--- src/rtl/stock_moving_avg.sv ---
`default_nettype none
// +--------------------------------------------------------------------------+
// | stock_moving_avg : sliding-window SMA and EMA of a price stream, muxed   |
// | Revision 1.0                                                             |
// +--------------------------------------------------------------------------+
module stock_moving_avg #(
   parameter int DATA_W    = 32,
   parameter int WIN_LOG2  = 3,
   parameter int EMA_SHIFT = 2
) (
   input  logic                clk,
   input  logic                n_rst,
   input  logic                clear,
   input  logic [DATA_W-1:0]   stock_price,
   input  logic                data_ready,
   input  logic                mode,
   output logic [DATA_W-1:0]   average,
   output logic                avg_valid,
   output logic                window_full,
   output logic [WIN_LOG2:0]   sample_count
);

   localparam int                DEPTH   = 1 << WIN_LOG2;
   localparam int                SUM_W   = DATA_W + WIN_LOG2;
   localparam logic [WIN_LOG2:0] C_DEPTH = (WIN_LOG2+1)'(DEPTH);

   logic [DATA_W-1:0]   window_mem [DEPTH];
   logic [WIN_LOG2-1:0] wr_ptr;
   logic [SUM_W-1:0]    sum;
   logic [DATA_W-1:0]   ema;
   logic                ema_seeded;

   logic                accept;
   logic [DATA_W-1:0]   oldest;
   logic [SUM_W-1:0]    sum_next;
   logic [WIN_LOG2:0]   count_next;
   logic                full_next;
   logic [DATA_W-1:0]   sma;
   logic signed [DATA_W:0] ema_diff;
   logic signed [DATA_W:0] ema_step;
   logic [DATA_W-1:0]   ema_next;

   assign accept = data_ready & ~clear;
   assign oldest = window_mem[wr_ptr];

   always_comb begin
      // Once full, the sample leaving the window is the one about to be overwritten.
      sum_next   = sum + {{WIN_LOG2{1'b0}}, stock_price}
                 - (window_full ? {{WIN_LOG2{1'b0}}, oldest} : {SUM_W{1'b0}});
      count_next = window_full ? sample_count : sample_count + 1'b1;
      full_next  = (count_next == C_DEPTH);
      sma        = sum_next[SUM_W-1:WIN_LOG2];
      ema_diff   = $signed({1'b0, stock_price}) - $signed({1'b0, ema});
      ema_step   = ema_diff >>> EMA_SHIFT;
      ema_next   = ema_seeded ? DATA_W'($signed({1'b0, ema}) + ema_step) : stock_price;
   end

   // Buffer contents are never cleared; only the pointer and count reset.
   always_ff @(posedge clk) begin
      if (accept) begin
         window_mem[wr_ptr] <= stock_price;
      end
   end

   always_ff @(posedge clk or negedge n_rst) begin
      if (!n_rst) begin
         wr_ptr       <= '0;
         sum          <= '0;
         ema          <= '0;
         ema_seeded   <= 1'b0;
         sample_count <= '0;
         window_full  <= 1'b0;
         average      <= '0;
         avg_valid    <= 1'b0;
      end else if (clear) begin
         wr_ptr       <= '0;
         sum          <= '0;
         ema          <= '0;
         ema_seeded   <= 1'b0;
         sample_count <= '0;
         window_full  <= 1'b0;
         average      <= '0;
         avg_valid    <= 1'b0;
      end else if (accept) begin
         wr_ptr       <= wr_ptr + 1'b1;
         sum          <= sum_next;
         ema          <= ema_next;
         ema_seeded   <= 1'b1;
         sample_count <= count_next;
         window_full  <= full_next;
         if (mode) begin
            average   <= ema_next;
            avg_valid <= 1'b1;
         end else if (full_next) begin
            average   <= sma;
            avg_valid <= 1'b1;
         end else begin
            avg_valid <= 1'b0;
         end
      end else begin
         avg_valid <= 1'b0;
      end
   end

endmodule
`default_nettype wire
--- config.mk ---
export PLATFORM = sky130hd
export DESIGN_NAME = stock_moving_avg
export DESIGN_NICKNAME = d
export VERILOG_FILES = /design/src/rtl/stock_moving_avg.sv
export SDC_FILE = /design/constraint.sdc
export NUM_CORES = 1
export LEC_CHECK = 0
export BUFFER_PORTS_ARGS = -buffer_cell sky130_fd_sc_hd__buf_2
export CORE_UTILIZATION = 50
export DETAILED_ROUTE_END_ITERATION = 8
export PLACE_DENSITY = 0.67
export SLEW_MARGIN = 30
export SYNTH_ARGS = -nofsm -noshare
export SYNTH_HDL_FRONTEND = slang
export SYNTH_SLANG_ARGS = --single-unit
--- constraint.sdc ---
create_clock -name clk -period 6.2 [get_ports clk]
set_input_delay 0.62 -clock clk [delete_from_list [all_inputs] [get_ports clk]]
set_output_delay 0.62 -clock clk [all_outputs]
set_load 0.005 [all_outputs]
==> flow_summary.json, run 1 <==
{
  "post-dp-hpwl_um": 40100,
  "synthFlopType": "edfxtp_1",
  "slew_headroom_pct": 32.5,
  "ys_top_cells_by_area": "edfxtp_1 (37%), dfrtp_1 (13%), mux2i_1 (6.9%)",
  "cpMaxStageDelayCell": "dfrtp_2",
  "core_region_area_um2": 40700,
  "cts_tree": "built",
  "yosysSeqAreaShare_pct": 50.5,
  "fin_crit_sh_pct": 89.3,
  "fin_crit_ps": 5540,
  "pwr_density_cell_nw_per_um2": 381,
  "clock_path_buffers": 3,
  "cp.arrival_ps": 6000,
  "drive_gt1_share_pct": 12.0,
  "gr-total-overflow": 0,
  "synth_nets": 2007,
  "grt_pass1_vias": 14644,
  "drv_slew": 0,
  "yosysTopAreaCell": "edfxtp_1",
  "clock_skew_ps": 23.8,
  "hp-class": "primary input to asynchronous set/reset pin",
  "ys_warn_count": 0,
  "postSynthAreaPerCell_um2": 11.2,
  "antenna_found_initial": 5,
  "firstDrtPassIters": 7,
  "routed_wl_um": 56300,
  "clock_latency_ps": 570,
  "cp-end-kind": "flip-flop",
  "path_clk_slew_ps": 60,
  "first_iter_violations": 951,
  "wl_per_cell_um": 22.7,
  "final_cell_mix": "edfxtp_1 (256), inv_1 (185), nor2_1 (170)",
  "holdBufCountCts": 0,
  "final.setup.tns_ps": 0,
  "total_leakage_power_nw": 9.43,
  "cp_max_fo": 22,
  "synth_area_um2": 20600,
  "async_reset_ff_share_pct": 29.9,
  "syn_inst": 1837,
  "cp.required_ps": 6660,
  "cp-start-kind": "flip-flop",
  "die_h_um": 205,
  "crit_family": "compound AO/OA/AOI/OAI gates",
  "grt_setup_unrepaired": "no",
  "numCtsBuffers": 41,
  "fmax_mhz": 181,
  "mostFrequentLayoutCell": "edfxtp_1",
  "synth_cell_types": 83,
  "area_growth_pct": 11.6,
  "ios": 75,
  "status": "finished, final reports clean",
  "track_usage_pct": 27.5,
  "maxCapViolCount": 0,
  "worst_slew_pin_slew_ps": 1010,
  "initial_utilization_pct": 50.6,
  "path_buf_inv": 2,
  "row_count": 74,
  "portBuffers": 74,
  "nNetsFinal": 2079,
  "vias": 14640,
  "drc": 0,
  "synth_edf_count": 256,
  "ctsResizeCount": 0,
  "synth_top_area_share_pct": 37.3,
  "viasPerCell": 5.92,
  "chipWidth_um": 205,
  "grt_pass1_wl_um": 85900,
  "final.setup.worst_slack_ps": 660,
  "dp_slack_ps": 471,
  "htreeDepth": 2,
  "setup_viol": 0,
  "hold_viol": 0,
  "ys_ff_latch": 365,
  "cp_cell_sequence": "buf_4 > mux2_2 > a221oi_1 > a21oi_1 > o21a_1 > fa_1 > inv_1 > ha_1 > nand4_1 > nor3_1 > nand2_1 > nor2_2 > a221oi_1 > o31ai_1 > a21oi_1 > xor2_1 > mux2i_1 > a22o_1",
  "cts.sinks": 365,
  "worst_path_largest_cell_delay_ps": 710,
  "total_power_w": 0.00878,
  "gp_congestion": 0.926,
  "die_area_um2": 42100,
  "cts.root.buffer_cell": "clkbuf_16",
  "drtAntennaViolNets": 0,
  "peakVddDrop_mv": 0.236,
  "post-cts-setup-buffers": 0,
  "critical_path_class": "flip-flop to flip-flop",
  "grt_max_degree": 64
}
sequential cells by signal (all words and copies together), names as in the netlist:
register	flops
sample_count	4
sum	35
ema	32
window_mem	256
average	32
ema_seeded	1
avg_valid	1
wr_ptr	3
window_full	1
Yosys cell counts (all sizes together) (19+ instances only):
cell,number
edfxtp,256
inv,186
nor2,174
mux2i,143
a21oi,112
dfrtp,109
ha,100
nand2,83
o21ai,70
clkbuf,62
xnor2,59
o21a,44
a21o,42
o22ai,41
a211oi,36
fa,33
xor2,25
nor3,23
nor2b,19
layout make-up:
class	count	area, um^2
clock buffer	52	1110
multi-input combinational	1204	9230
fill	3522	17700
antenna	1	2.50
inverter	188	706
clock inverter	23	216
timing repair buffer	109	658
tap	532	666
sequential	365	10400
power by group:
group | total, W | internal (W) | switching, W
clock network | 0.00243 | 0.00143 | 0.000999
registers | 0.00292 | 0.00279 | 0.000126
logic | 0.00343 | 0.00137 | 0.00206
stage by stage:
step / utilization (%) / hold slack [ps] / std cells / instance area (um^2)
6_report: 56.5 / 167 / 2474 / 23000
5_1_grt: 56.5 / 225 / 2473 / 23000
4_1_cts: 56.4 / 170 / 2473 / 23000
3_5_place_dp: 53.2 / 466 / 2398 / 21700
3_3_place_gp: 53.1 / 458 / 2397 / 21600
2_1_floorplan: - / 324 / 1837 / 20600
final timing paths:
| kind | from | endpoint | slack (ps) | cells past startpoint |
|---|---|---|---|---|
| worst max-delay path | wr_ptr[2] | average[30] | 660 | 18 |
| worst min-delay path | n_rst | average[26] | 170 | 1 |
| worst max register to register | wr_ptr[2] | average[30] | 660 | 18 |
| worst min register to register | average[7] | average[7] | 480 | 2 |
| max in group asynchronous | n_rst | wr_ptr[2] | 4790 | 2 |
| min in group clk | stock_price[31] | window_mem[4][31] | 380 | 1 |
layer usage:
metal  vias up  GRT usage [%]  wire length (um)
met5         -              0                16
met4         4           13.5              2880
met3       132           5.47              3680
met2       467           43.3             25600
met1      7243           36.4             24100
li1       6794              -                 -
logic make-up (layout without fill, tap and decap cells):
logic type	count (synthesis)	in the layout	share of synthesized area, %
compound gates	451	451	14.8
simple gates	369	369	8.06
flops	365	365	50.5
buf+inv	268	372	5.12
mux	167	167	8.69
fa+ha+maj	133	133	9.27
xor+xnor	84	84	3.57
other cells	0	1	0
(Power assumes the default switching activity.)
==> run 2: changes to the inputs <==
==> constraint.sdc (replaced) <==
create_clock -name clk -period 6.3 [get_ports clk]
set_input_delay 0.63 -clock clk [delete_from_list [all_inputs] [get_ports clk]]
set_output_delay 0.63 -clock clk [all_outputs]
set_load 0.005 [all_outputs]
==> run 2 against run 1 <==
Effect of this change: cell area is 0.30% lower; clock-buffer cell count is 6 higher; largest cell class unchanged; via count is 1.0% lower; critical endpoint is now average[13]; clock power is 8% lower; sequential power is 2% lower.
==> flow_summary.json, run 2 (synthesis gave the netlist of run 1 again) <==
{
  "setup_viol": 0,
  "antenna_found_initial": 4,
  "fin_crit_ps": 5560,
  "fmax_mhz": 180,
  "nNetsFinal": 2080,
  "final.setup.tns_ps": 0,
  "hold_viol": 0,
  "hp-class": "primary input to asynchronous set/reset pin",
  "row_count": 74,
  "drive_gt1_share_pct": 12.0,
  "cts_tree": "built",
  "die_h_um": 205,
  "clock_path_buffers": 3,
  "seqPwrFrac_pct": 33.8,
  "portBuffers": 74,
  "pwr_density_cell_nw_per_um2": 370,
  "worst_slew_pin_slew_ps": 907,
  "chipWidth_um": 205,
  "grt_max_degree": 69,
  "critical_path_class": "flip-flop to flip-flop",
  "total_leakage_power_nw": 9.40,
  "total_power_w": 0.00849,
  "p_sw_w": 0.00311,
  "maxCapViolCount": 0,
  "area_growth_pct": 11.2,
  "status": "finished, final reports clean",
  "pwr-share-clk_pct": 26.4,
  "numCtsBuffers": 41,
  "track_usage_pct": 27.5,
  "ctsResizeCount": 0,
  "cts.sinks": 365,
  "core_region_area_um2": 40700,
  "ios": 75,
  "initial_utilization_pct": 50.6,
  "first_iter_violations": 1088,
  "utilization_pct": 56.3,
  "final_cell_mix": "edfxtp_1 (256), inv_1 (185), nor2_1 (170)",
  "vias": 14492,
  "grt_pass1_wl_um": 85600,
  "grt_setup_unrepaired": "no",
  "cts.root.buffer_cell": "clkbuf_16",
  "drtAntennaViolNets": 0,
  "cp_max_fo": 15,
  "drv_slew": 0,
  "viasPerCell": 5.86,
  "slew_headroom_pct": 39.5,
  "post-cts-setup-buffers": 0,
  "grt_pass1_vias": 14498,
  "post-dp-hpwl_um": 40100,
  "peakVddDrop_mv": 0.258,
  "drc": 0,
  "cp-end-kind": "flip-flop",
  "path_clk_slew_ps": 60,
  "firstDrtPassIters": 6,
  "fin_hold_ws_ps": 86.0,
  "largest_register_ffs": 256,
  "intPower_w": 0.00538,
  "gr-total-overflow": 0,
  "htreeDepth": 2,
  "die_area_um2": 42100,
  "nFillCells": 3520,
  "fin_crit_sh_pct": 88.2,
  "cp.arrival_ps": 5970,
  "switching_share_pct": 36.6,
  "routed_wl_um": 56300,
  "mostFrequentLayoutCell": "edfxtp_1",
  "clock_skew_ps": 18.9,
  "place_area_um2": 21700,
  "wl_per_cell_um": 22.7,
  "comb_power_share_pct": 39.8,
  "top_register": "window_mem",
  "holdBufCountCts": 0,
  "top_regs": "window_mem (256), sum (35)",
  "design_area_um2": 22900,
  "cp.required_ps": 6710,
  "clock_latency_ps": 560,
  "cp-start-kind": "flip-flop",
  "gp_congestion": 0.941
}
[run 2: cell types whose count changed in the layout (fill, tap and decap cells not counted), moves of 2 or more]
cell and change:
bufinv_16 -3, diode_2 +2, clkbuf_16 -2, nor3_2 +2, clkbuf_8 +4, clkbuf_1 +4, clkinv_1 -7, nor3_4 -2
[run 2: layer usage]
layer	global-route usage [%]	part of all wire, %	vias to the layer above
li1	-	-	6785
met1	37.3	43	7174
met2	45.3	48	454
met3	4.09	6.9	79
met4	8.81	3.0	0
met5	0	0	-
[run 2: worst paths after layout]
path | slack, ps | start | endpoint | depth (start not counted)
max | 740 | wr_ptr[1] | average[13] | 16
min | 90 | n_rst | sample_count[1] | 1
max reg2reg | 740 | wr_ptr[1] | average[13] | 16
min reg2reg | 480 | average[2] | average[2] | 2
max in group asynchronous | 5090 | n_rst | wr_ptr[2] | 2
min in group clk | 400 | stock_price[31] | window_mem[0][31] | 1
[run 2: critical path: stages, from the launching register on]
cell and delay [ps]:
dfrtp_1 790, or2_2 510, o22ai_1 130, o21a_1 210
fa_1 480, inv_1 70, fa_1 490, a211oi_1 310
o21ai_1 190, a2111oi_2 550, nor2_1 150, a21o_1 200
a21oi_1 320, o21ai_0 170, xor2_1 200, mux2i_1 470
o21ai_0 150
[run 2: per-stage QoR]
step | setup slack (ps) | instances
3_3_place_gp | 689 | 2398
2_1_floorplan | 1330 | 1837
4_1_cts | 858 | 2471
5_1_grt | 450 | 2471
3_5_place_dp | 575 | 2399
6_report | 744 | 2474
[run 2: layout make-up]
type | count | area (um^2) | share of cell area [%]
flip-flops and latches | 365 | 10400 | 45.4
multi-input cells | 1204 | 9210 | 40.2
well taps | 532 | 666 | 2.90
repair buffers | 110 | 682 | 2.97
diodes | 3 | 7.51 | 0.0327
clock buffers | 58 | 1130 | 4.93
clock inverters | 14 | 110 | 0.480
inverters | 188 | 706 | 3.08
[run 2: power groups by stage]
stage	Combinational (W)	Clock, W	Sequential, W
6_report	0.00338	0.00224	0.00287
5_1_grt	0.00372	0.00238	0.00289
2_1_floorplan	0.00246	0	0.00287
3_5_place_dp	0.00333	0	0.00291
3_3_place_gp	0.00328	0	0.00291
4_1_cts	0.00336	0.00229	0.00287
